===== src/rtl/dbg_seg_scan_pkg.sv =====
// Shared constants and types for the debug-bus 7-segment reader.
// Glyphs are active-low, bit 0 = segment a.
package dbg_seg_scan_pkg;

    localparam int NUM_DIGITS = 6;
    localparam int NUM_PAGES  = 8;

    typedef logic [2:0] page_t;

    localparam logic [6:0] SEG_LUT [16] = '{
        7'h40, 7'h79, 7'h24, 7'h30,
        7'h19, 7'h12, 7'h02, 7'h78,
        7'h00, 7'h10, 7'h08, 7'h03,
        7'h46, 7'h21, 7'h06, 7'h0E
    };

    function automatic logic [6:0] hex_to_seg(input logic [3:0] nib);
        return SEG_LUT[nib];
    endfunction

endpackage


===== src/rtl/btn_debounce.sv =====
// Push-button synchroniser and debouncer.
// Emits a one-cycle press pulse when a stable high level is accepted.
module btn_debounce #(
    parameter int DEB_CYCLES = 500000
) (
    input  logic clk,
    input  logic rst,
    input  logic btn_raw,
    output logic press
);

    localparam int CW = $clog2(DEB_CYCLES);
    localparam logic [CW-1:0] CNT_MAX = CW'(DEB_CYCLES - 1);

    logic          sync1_q, sync1_d;
    logic          sync2_q, sync2_d;
    logic          level_q, level_d;
    logic          press_q, press_d;
    logic [CW-1:0] cnt_q,   cnt_d;

    // Count consecutive samples that differ from the accepted level.
    always_comb begin
        sync1_d = btn_raw;
        sync2_d = sync1_q;
        level_d = level_q;
        press_d = 1'b0;
        cnt_d   = '0;
        if (sync2_q != level_q) begin
            if (cnt_q == CNT_MAX) begin
                level_d = sync2_q;
                press_d = sync2_q;
            end else begin
                cnt_d = cnt_q + 1'b1;
            end
        end
    end

    // State registers, cleared asynchronously.
    always_ff @(posedge clk or negedge rst) begin
        if (!rst) begin
            sync1_q <= 1'b0;
            sync2_q <= 1'b0;
            level_q <= 1'b0;
            press_q <= 1'b0;
            cnt_q   <= '0;
        end else begin
            sync1_q <= sync1_d;
            sync2_q <= sync2_d;
            level_q <= level_d;
            press_q <= press_d;
            cnt_q   <= cnt_d;
        end
    end

    assign press = press_q;

endmodule


===== src/rtl/dbg_seg_scan.sv =====
// Debug-bus reader: snapshots one 24-bit word per v_f rise and
// scans it as six hex digits on a common-anode display.
module dbg_seg_scan
    import dbg_seg_scan_pkg::*;
#(
    parameter int SCAN_DIV   = 50000,
    parameter int DEB_CYCLES = 500000
) (
    input  logic        clk,
    input  logic        rst,
    input  logic        v_f,
    input  logic        page_btn,
    input  logic [23:0] word0,
    input  logic [23:0] word1,
    input  logic [23:0] word2,
    input  logic [23:0] word3,
    input  logic [23:0] word4,
    input  logic [23:0] word5,
    input  logic [23:0] word6,
    input  logic [23:0] word7,
    output logic [6:0]  seg,
    output logic        dp,
    output logic [5:0]  an,
    output logic [2:0]  page
);

    localparam int PW = $clog2(SCAN_DIV);
    localparam logic [PW-1:0] PRE_MAX    = PW'(SCAN_DIV - 1);
    localparam logic [2:0]    LAST_DIGIT = 3'(NUM_DIGITS - 1);

    logic          vf1_q, vf1_d;
    logic          vf2_q, vf2_d;
    logic          vf3_q, vf3_d;
    page_t         page_q, page_d;
    logic          reload_q, reload_d;
    logic [23:0]   snap_q, snap_d;
    logic [PW-1:0] presc_q, presc_d;
    logic [2:0]    digit_q, digit_d;
    logic [6:0]    seg_q, seg_d;
    logic          dp_q, dp_d;
    logic [5:0]    an_q, an_d;

    logic          press;
    logic          rise;
    logic          tick;
    logic [3:0]    nib;
    logic [23:0]   word_sel;

    btn_debounce #(
        .DEB_CYCLES(DEB_CYCLES)
    ) u_deb (
        .clk    (clk),
        .rst    (rst),
        .btn_raw(page_btn),
        .press  (press)
    );

    // Live word of the currently selected page.
    always_comb begin
        word_sel = '0;
        unique case (page_q)
            3'd0: word_sel = word0;
            3'd1: word_sel = word1;
            3'd2: word_sel = word2;
            3'd3: word_sel = word3;
            3'd4: word_sel = word4;
            3'd5: word_sel = word5;
            3'd6: word_sel = word6;
            3'd7: word_sel = word7;
        endcase
    end

    // Next state: sync, page step, snapshot, scan and output decode.
    always_comb begin
        vf1_d    = v_f;
        vf2_d    = vf1_q;
        vf3_d    = vf2_q;
        rise     = vf2_q & ~vf3_q;
        page_d   = press ? page_q + 3'd1 : page_q;
        reload_d = press;
        // Reload one cycle after a page step; page_q already holds
        // the new index, so a coincident rise also loads the new word.
        snap_d   = (reload_q || rise) ? word_sel : snap_q;
        tick     = (presc_q == PRE_MAX);
        presc_d  = tick ? '0 : presc_q + 1'b1;
        digit_d  = digit_q;
        if (tick) begin
            digit_d = (digit_q == LAST_DIGIT) ? 3'd0 : digit_q + 3'd1;
        end
        nib      = snap_q[{digit_q, 2'b00} +: 4];
        seg_d    = hex_to_seg(nib);
        // Blank the anodes for the first cycle of every digit.
        an_d     = (presc_q == '0) ? 6'h3F : ~(6'd1 << digit_q);
        dp_d     = !((digit_q == 3'd0) && (snap_q != word_sel));
    end

    // All state and registered outputs, cleared asynchronously.
    always_ff @(posedge clk or negedge rst) begin
        if (!rst) begin
            vf1_q    <= 1'b0;
            vf2_q    <= 1'b0;
            vf3_q    <= 1'b0;
            page_q   <= '0;
            reload_q <= 1'b0;
            snap_q   <= '0;
            presc_q  <= '0;
            digit_q  <= '0;
            seg_q    <= 7'h7F;
            dp_q     <= 1'b1;
            an_q     <= 6'h3F;
        end else begin
            vf1_q    <= vf1_d;
            vf2_q    <= vf2_d;
            vf3_q    <= vf3_d;
            page_q   <= page_d;
            reload_q <= reload_d;
            snap_q   <= snap_d;
            presc_q  <= presc_d;
            digit_q  <= digit_d;
            seg_q    <= seg_d;
            dp_q     <= dp_d;
            an_q     <= an_d;
        end
    end

    assign seg  = seg_q;
    assign dp   = dp_q;
    assign an   = an_q;
    assign page = page_q;

endmodule


===== config.mk =====
export PLATFORM = sky130hd
export DESIGN_NAME = dbg_seg_scan
export DESIGN_NICKNAME = d
export VERILOG_FILES = /design/src/rtl/dbg_seg_scan_pkg.sv /design/src/rtl/btn_debounce.sv /design/src/rtl/dbg_seg_scan.sv
export SDC_FILE = /design/constraint.sdc
export NUM_CORES = 1
export LEC_CHECK = 0
export CORE_AREA = 3 3 162 85
export CTS_CLUSTER_DIAMETER = 200
export CTS_CLUSTER_SIZE = 10
export DETAILED_ROUTE_END_ITERATION = 8
export DIE_AREA = 0 0 165 88
export PLACE_DENSITY = 0.85
export SYNTH_ARGS = -nofsm -noshare
export SYNTH_HDL_FRONTEND = slang
export SYNTH_SLANG_ARGS = --single-unit
export TNS_END_PERCENT = 50

===== constraint.sdc =====
create_clock -name clk -period 4 [get_ports clk]
set_input_delay 0.6 -clock clk [delete_from_list [all_inputs] [get_ports clk]]
set_output_delay 0.6 -clock clk [all_outputs]
set_load 0.03 [all_outputs]

==> impl_results.md, run 1 <==
- Rel. slew slack: 0.3751
- Most used cell, CP: ha_1
- DP HPWL: 13860 um
- # setup viols final: 0
- Post-Route Utilization: 0.6477
- Required @ worst endpoint: 4250 ps
- Largest net degree at the start of global routing: 66
- Final instance area: 0.008108 mm^2
- Setup TNS: 0 ps
- IO Pins: 213
- HP Class: primary input to async pin
- Syn Area/Cell: 9.829 um^2
- Number of nets in the layout: 977
- Area delta synth->final: 45.23%
- Status: complete, no violations
- Pwr Total: 2.275 mW
- CTS tree: yes
- Detailed Route WL: 18100 um
- Bufs and invs on worst path: 0
- Die span in y: 88 um
- Number of gates given a new drive strength after cts: 0
- Asr flop ratio synth: 1.000
- Area share of the leading cell type in the synthesized netlist: 0.3272
- Drt first pass iters: 7
- Antenna Nets Post-Route: 0
- Clock skew: 8.773 ps
- Most used DFF post-synth: dfrtp_1
- Post-CTS Setup Bufs: 0
- Final hold violations: 0
- RSZ-0062 raised after global routing: false
- Slowest CP cell: or4_4
- Worst hold slack: 342.6 ps
- Initial antenna violation count: 0
- First-pass GRT wire length: 28430 um
- Crit end category: register
- Synthesized area: 0.005583 mm^2
- Sequential area share after synthesis: 0.3931
- CP max stage delay: 690 ps
- All-layer global routing usage: 0.2532
- CP cell instances: ha_1 > ha_1 > or4_4 > or2_1 > a31oi_1 > xor2_1 > nor4_1 > nand4_1 > o311ai_2
- Hold buffer count at CTS: 0
- Final Wtd Congestion: 0.9086
- WP data arrival: 3870 ps
- Layout cells sized above 1: 0.1364
- Fin. max-slew vios: 0
- DR iter-0 viols: 730
- Input/output buffers: 212
- Die Wd: 165 um
- Via Count: 5408
- CP top delay family: simple AND/OR/NAND/NOR gates
- Flops & latches, synth: 87
- Synth cell types: 50
- Post-Synthesis Cells: 568
- Clk root buf: clkbuf_16
- Worst vdd ir: 0.1874 mV
- Deepest clock path buffer count: 2
- Area after DPL: 0.007836 mm^2
- Synth Net Count: 780
- Leakage: 3.204 nW
- Worst setup SP type: register
- Antenna diodes: 0
- Max FO, Critical Path: 26
- Row count: 29
- Vias/cell: 5.753
- Wirelength per Cell: 19.26 um
- Synth area leaders: dfrtp_1, mux2_2, dfstp_2
- MaxCap Viol Count: 0
- Clock period minus worst slack: 3627 ps
- Die area: 0.01452 mm^2
- Synth warn: 0
- Synth area leader: dfrtp_1
- WS Path Type: register to register
- Period Utilization, post-route: 0.9068
- DRC errors left: 0
- Vias in the first global route: 5354
- Fmax: 275.7 MHz
- Least-Margin Pin Slew: 928.8 ps
- Clock transition at path regs: 70 ps
- Clk Latency, worst-skew pair: 340 ps
- Starting Density: 0.4460
- Clock tree sinks: 87
- Post-synth EDFFs: 0
- Power per Cell Area: 280.6 mW/mm^2
- Cts bufs inserted: 9
- Core Region: 0.01252 mm^2
- H-tree depth: 3
- Global route overflow: 0
## cells in the mapped netlist, drive strengths merged, types with 14 or more instances
cell and n:
dfrtp 73, mux2 55, nand2 55, nor2 44, xor2 38, clkbuf 25
nand3 24, nor3 21, o21ai 18, xnor2 18, a22o 16, ha 16
a31oi 15, dfstp 14
## stage by stage
step	std cells	worst slack (ps)
6_report	940	372.7
5_1_grt	940	168.2
4_1_cts	940	436.4
3_5_place_dp	924	476.9
3_3_place_gp	924	601.2
2_1_floorplan	568	628.7
## layout by cell type (no fill, tap or decap), types with 10 or more instances in the layout
cell type        instances
a21oi_1                 10
a221oi_1                12
a222oi_1                12
a22o_1                  16
a31oi_1                 15
buf_4                   11
clkdlybuf4s50_1        211
dfrtp_1                 72
dfstp_2                 14
ha_1                    16
inv_1                   11
mux2_2                  55
nand2_1                 55
nand3_1                 24
nor2_1                  44
nor3_1                  21
o21ai_0                 17
xnor2_1                 18
xor2_1                  38
## flip-flops by register name (all words and copies together) (netlist names), 3 cells and up
| name | flops |
|---|---|
| digit_q | 3 |
| page | 3 |
| seg | 7 |
| an | 6 |
| u_deb.cnt_q | 19 |
| presc_q | 16 |
| snap_q | 24 |
## layout make-up
type	count	area, um^2
Sequential cell	87	2196
Fill cell	981	4410
Clock inverter	6	42.54
Clock buffer	10	229.0
Tap cell	170	212.7
Inverter	12	45.04
Timing Repair Buffer	222	2195
Multi-Input combinational cell	433	3188
## power breakdown
group | switching [mW] | internal [mW]
registers | 0.0468 | 0.950
clock network | 0.343 | 0.424
logic | 0.200 | 0.311
## final timing paths
path,start,end,slack [ps],cells after the start
max,page[0]$_DFFE_PN0P_,dp$_DFF_PN1_,370,9
min,rst,presc_q[8]$_DFF_PN0_,340,1
max reg2reg,page[0]$_DFFE_PN0P_,dp$_DFF_PN1_,370,9
min reg2reg,u_deb.sync1_q$_DFF_PN0_,u_deb.sync2_q$_DFF_PN0_,350,0
max in group asynchronous,rst,dp$_DFF_PN1_,2780,2
min in group clk,u_deb.sync1_q$_DFF_PN0_,u_deb.sync2_q$_DFF_PN0_,350,0
## cells by family after synthesis
kind of cell | count (synthesis) | share of synthesized area
AND/OR/NAND/NOR | 191 | 0.1636
AO/OA/AOI/OAI | 103 | 0.1394
flip-flops | 87 | 0.3931
multiplexers | 67 | 0.1437
XOR/XNOR | 56 | 0.08785
buffers and inverters | 48 | 0.03653
adder cells (fa/ha/maj) | 16 | 0.03586
## routing by layer
layer  vias up  routed length, um  GRT usage
met5         -                  0          0
met4         0                284    0.05784
met3        36               1371    0.06046
met2       266               8805     0.4255
met1      2609               7641     0.3356
li1       2497                  -          -
## worst register-to-register path: cells and delay by family, from the launching register on
family          cells  cell delay [ps]
simple gates        4             1850
flops               1              430
compound gates      2              690
fa+ha+maj           2              440
xor+xnor            1              120
(Power assumes the default switching activity.)
==> run 2: changes to the inputs <==
--- a/config.mk
+++ b/config.mk
@@ -5,13 +5,14 @@
 export SDC_FILE = /design/constraint.sdc
 export NUM_CORES = 1
 export LEC_CHECK = 0
-export CORE_AREA = 3 3 162 85
+export CORE_AREA = 3 3 164 86
 export CTS_CLUSTER_DIAMETER = 200
 export CTS_CLUSTER_SIZE = 10
 export DETAILED_ROUTE_END_ITERATION = 8
-export DIE_AREA = 0 0 165 88
-export PLACE_DENSITY = 0.85
+export DIE_AREA = 0 0 167 89
+export PLACE_DENSITY = 0.84
 export SYNTH_ARGS = -nofsm -noshare
 export SYNTH_HDL_FRONTEND = slang
+export SYNTH_HIERARCHICAL = 1
 export SYNTH_SLANG_ARGS = --single-unit
 export TNS_END_PERCENT = 50
==> run 2 against run 1 <==
  * Register-to-register slack gained 450 ps
  * Critical endpoint unchanged
  * Highest routed layer unchanged
  * Largest cell class unchanged
  * Clock power rose by 14%
  * Global-route usage is 0.94 points higher
==> impl_results.md, run 2 <==
- Register share of total power: 0.419 (was 0.438)
- Final cell count without fillers: 965 (was 940)
- Synth area leader: dfrtp_1 (unchanged)
- All-layer global routing usage: 0.2626 (was 0.2532)
- Max FFs per register: 24 (unchanged)
- Area delta synth->final: 44.80% (was 45.23%)
- Asr flop ratio synth: 1.000 (unchanged)
- H-tree depth: 3 (unchanged)
- Drt first pass iters: 7 (unchanged)
- Deepest clock path buffer count: 2 (unchanged)
- Sw frac: 0.2618 (was 0.2596)
- Fmax: 314.7 MHz (was 275.7 MHz)
- Wirelength per Cell: 20.68 um (was 19.26 um)
- # setup viols final: 0 (unchanged)
- First-pass GRT wire length: 30270 um (was 28430 um)
- Clock transition at path regs: 60 ps (was 70 ps)
- Detailed Route WL: 19950 um (was 18100 um)
- Worst setup SP type: register (unchanged)
- DP HPWL: 15420 um (was 13860 um)
- Vias in the first global route: 5473 (was 5354)
- Core Region: 0.01266 mm^2 (was 0.01252 mm^2)
- Synth area leaders: dfrtp_1, mux2_2, dfstp_2 (unchanged)
- Required @ worst endpoint: 4270 ps (was 4250 ps)
- Largest net degree at the start of global routing: 71 (was 66)
- Internal Pwr Total: 1.749 mW (was 1.685 mW)
- Post-CTS Setup Bufs: 0 (unchanged)
- RSZ-0062 raised after global routing: false (unchanged)
- Layout cells sized above 1: 0.1321 (was 0.1364)
- Synth cell types: 54 (was 50)
- MaxCap Viol Count: 0 (unchanged)
- Final Wtd Congestion: 0.9565 (was 0.9086)
- Period Utilization, post-route: 0.7943 (was 0.9068)
- IO Pins: 213 (unchanged)
- Setup WS post-layout: 822.7 ps (was 372.7 ps)
- Cts bufs inserted: 9 (unchanged)
- Filler cells: 984 (was 981)
- Commonest non-fill, non-tap cell in the layout: clkdlybuf4s50_1 (unchanged)
- Vias/cell: 5.874 (was 5.753)
- Placement Setup Slack: 854.0 ps (was 476.9 ps)
- Synth Net Count: 808 (was 780)
- Placed Instances: 949 (was 924)
- Final hold violations: 0 (unchanged)
- Die span in y: 89 um (was 88 um)
- Syn Area/Cell: 9.592 um^2 (was 9.829 um^2)
- Flops & latches, synth: 87 (unchanged)
- Number of gates given a new drive strength after cts: 0 (unchanged)
- Max FO, Critical Path: 16 (was 26)
- Logic pwr share: 0.210 (was 0.225)
- WP data arrival: 3440 ps (was 3870 ps)
- Clock tree sinks: 87 (unchanged)
- Rel. slew slack: 0.4236 (was 0.3751)
- Antenna diodes: 0 (unchanged)
- Clock Power Share: 0.371 (was 0.337)
- Fin. max-slew vios: 0 (unchanged)
- WS Path Type: register to register (unchanged)
- CTS tree: yes (unchanged)
- DRC errors left: 0 (unchanged)
- Power per Cell Area: 286.2 mW/mm^2 (was 280.6 mW/mm^2)
- Least-Margin Pin Slew: 864.6 ps (was 928.8 ps)
- Leakage: 3.197 nW (was 3.204 nW)
- Crit end category: register (unchanged)
- Initial antenna violation count: 0 (unchanged)
- Pwr Total: 2.369 mW (was 2.275 mW)
- Status: complete, no violations (unchanged)
- Starting Density: 0.4514 (was 0.4460)
- Post-synth EDFFs: 0 (unchanged)
- Hold buffer count at CTS: 0 (unchanged)
- Global route overflow: 0 (unchanged)
- DR iter-0 viols: 701 (was 730)
- Die area: 0.01486 mm^2 (was 0.01452 mm^2)
- Synth warn: 6 (was 0)
- Post-Route Utilization: 0.6537 (was 0.6477)
- Most used DFF post-synth: dfrtp_1 (unchanged)
- Clk root buf: clkbuf_16 (unchanged)
- Register with the most flip-flops: snap_q (unchanged)
- Setup TNS: 0 ps (unchanged)
- Input/output buffers: 212 (unchanged)
- Worst vdd ir: 0.2876 mV (was 0.1874 mV)
- Antenna Nets Post-Route: 0 (unchanged)
- Count leader, synth: dfrtp_1 (unchanged)
- Clock period minus worst slack: 3177 ps (was 3627 ps)
- Commonest cells post-synth: dfrtp_1, nand2_1, mux2_2 (was dfrtp_1, mux2_2, nand2_1)
- Synthesized area: 0.005717 mm^2 (was 0.005583 mm^2)
- Via Count: 5668 (was 5408)
- Clk Latency, worst-skew pair: 350 ps (was 340 ps)
- Row count: 29 (unchanged)
- Post-Synthesis Cells: 596 (was 568)
- Sequential area share after synthesis: 0.3839 (was 0.3931)
- Top flop regs: snap_q (24), u_deb/cnt_q (19), presc_q (16) (was snap_q (24), u_deb.cnt_q (19), presc_q (16))
- Clock skew: 10.73 ps (was 8.773 ps)
- Commonest non-fill, non-tap cells in the layout: clkdlybuf4s50_1, dfrtp_1, nand2_1 (was clkdlybuf4s50_1, dfrtp_1, nand2_1, mux2_2, nor2_1)
- Number of nets in the layout: 1002 (was 977)
- Die Wd: 167 um (was 165 um)
- HP Class: register to register (was primary input to async pin)
- Area share of the leading cell type in the synthesized netlist: 0.3195 (was 0.3272)
- Net Sw Power: 0.6201 mW (was 0.5905 mW)
-- run 2: cell count changes in the layout (fill, tap and decap cells not counted), moves of 4 or more --
cell,previous run,this run
nand3_1,24,41
o22ai_1,2,12
a22oi_1,1,17
o21ai_0,17,21
xor2_1,38,29
a21oi_1,10,3
o22ai_2,0,4
nand4_1,7,20
buf_4,11,15
mux2_2,55,42
xnor2_1,18,26
nor2_1,44,34
a222oi_1,12,5
-- run 2: final cells by class --
| type | count | area, um^2 | share of cell area |
|---|---|---|---|
| Clock buffer | 9 | 225.2 | 0.02721 |
| Clock inverter | 7 | 90.09 | 0.01088 |
| Inverter | 13 | 48.80 | 0.005895 |
| Multi-Input combinational cell | 453 | 3281 | 0.3963 |
| Sequential cell | 87 | 2196 | 0.2653 |
| Tap cell | 170 | 212.7 | 0.02570 |
| Timing Repair Buffer | 226 | 2225 | 0.2687 |
-- run 2: worst max-delay path, stage by stage, from the launching register on --
cell	delay, ps
dfrtp_1	440
ha_1	250
ha_1	190
or4_1	530
or2_1	480
buf_4	290
a31oi_1	200
xor2_1	100
nor4_1	260
nand4_1	170
o211ai_2	190
-- run 2: logic make-up after synthesis --
kind of cell,synth area share
DFF,0.3839
muxes,0.1147
xor gates and xnor gates,0.08426
and+or+nand+nor,0.1854
buffers and inverters,0.04289
AOI/OAI and AO/OA,0.1539
adders and majority gates,0.03502
-- run 2: through the flow --
stage	instance area (um^2)	hold WS, ps
after floorplan	5717	304.4
after global placement	7963	333.5
after detailed placement	7963	337.8
after CTS	8278	352.7
after global routing	8278	358.9
final	8278	350.5
-- run 2: path summary, 6_finish.rpt --
kind / startpoint / end / slack, ps / depth (start not counted)
setup / recovery: page[0]$_DFFE_PN0P_ / dp$_DFF_PN1_ / 820 / 10
hold / removal: u_deb/sync1_q$_DFF_PN0_ / u_deb/sync2_q$_DFF_PN0_ / 350 / 0
setup reg to reg: page[0]$_DFFE_PN0P_ / dp$_DFF_PN1_ / 820 / 10
hold reg to reg: u_deb/sync1_q$_DFF_PN0_ / u_deb/sync2_q$_DFF_PN0_ / 350 / 0
max in group asynchronous: rst / snap_q[3]$_DFFE_PN0P_ / 2830 / 2
min in group asynchronous: rst / presc_q[10]$_DFF_PN0_ / 360 / 1
-- run 2: layer usage --
metal / part of all wire / up-vias / GRT usage
met4: 0.013 / 0 / 0.04790
met3: 0.080 / 30 / 0.06581
met1: 0.43 / 2774 / 0.3470
li1: - / 2593 / -
met5: 0 / - / 0
met2: 0.48 / 271 / 0.4512
-- run 2: power by group through the flow --
stage	sequential [mW]	clock, mW	combinational [mW]
2_1_floorplan	1.03	0	0.173
3_3_place_gp	1.00	0	0.485
3_5_place_dp	1.01	0	0.494
4_1_cts	0.990	0.891	0.497
5_1_grt	0.998	0.923	0.535
6_report	0.992	0.879	0.498
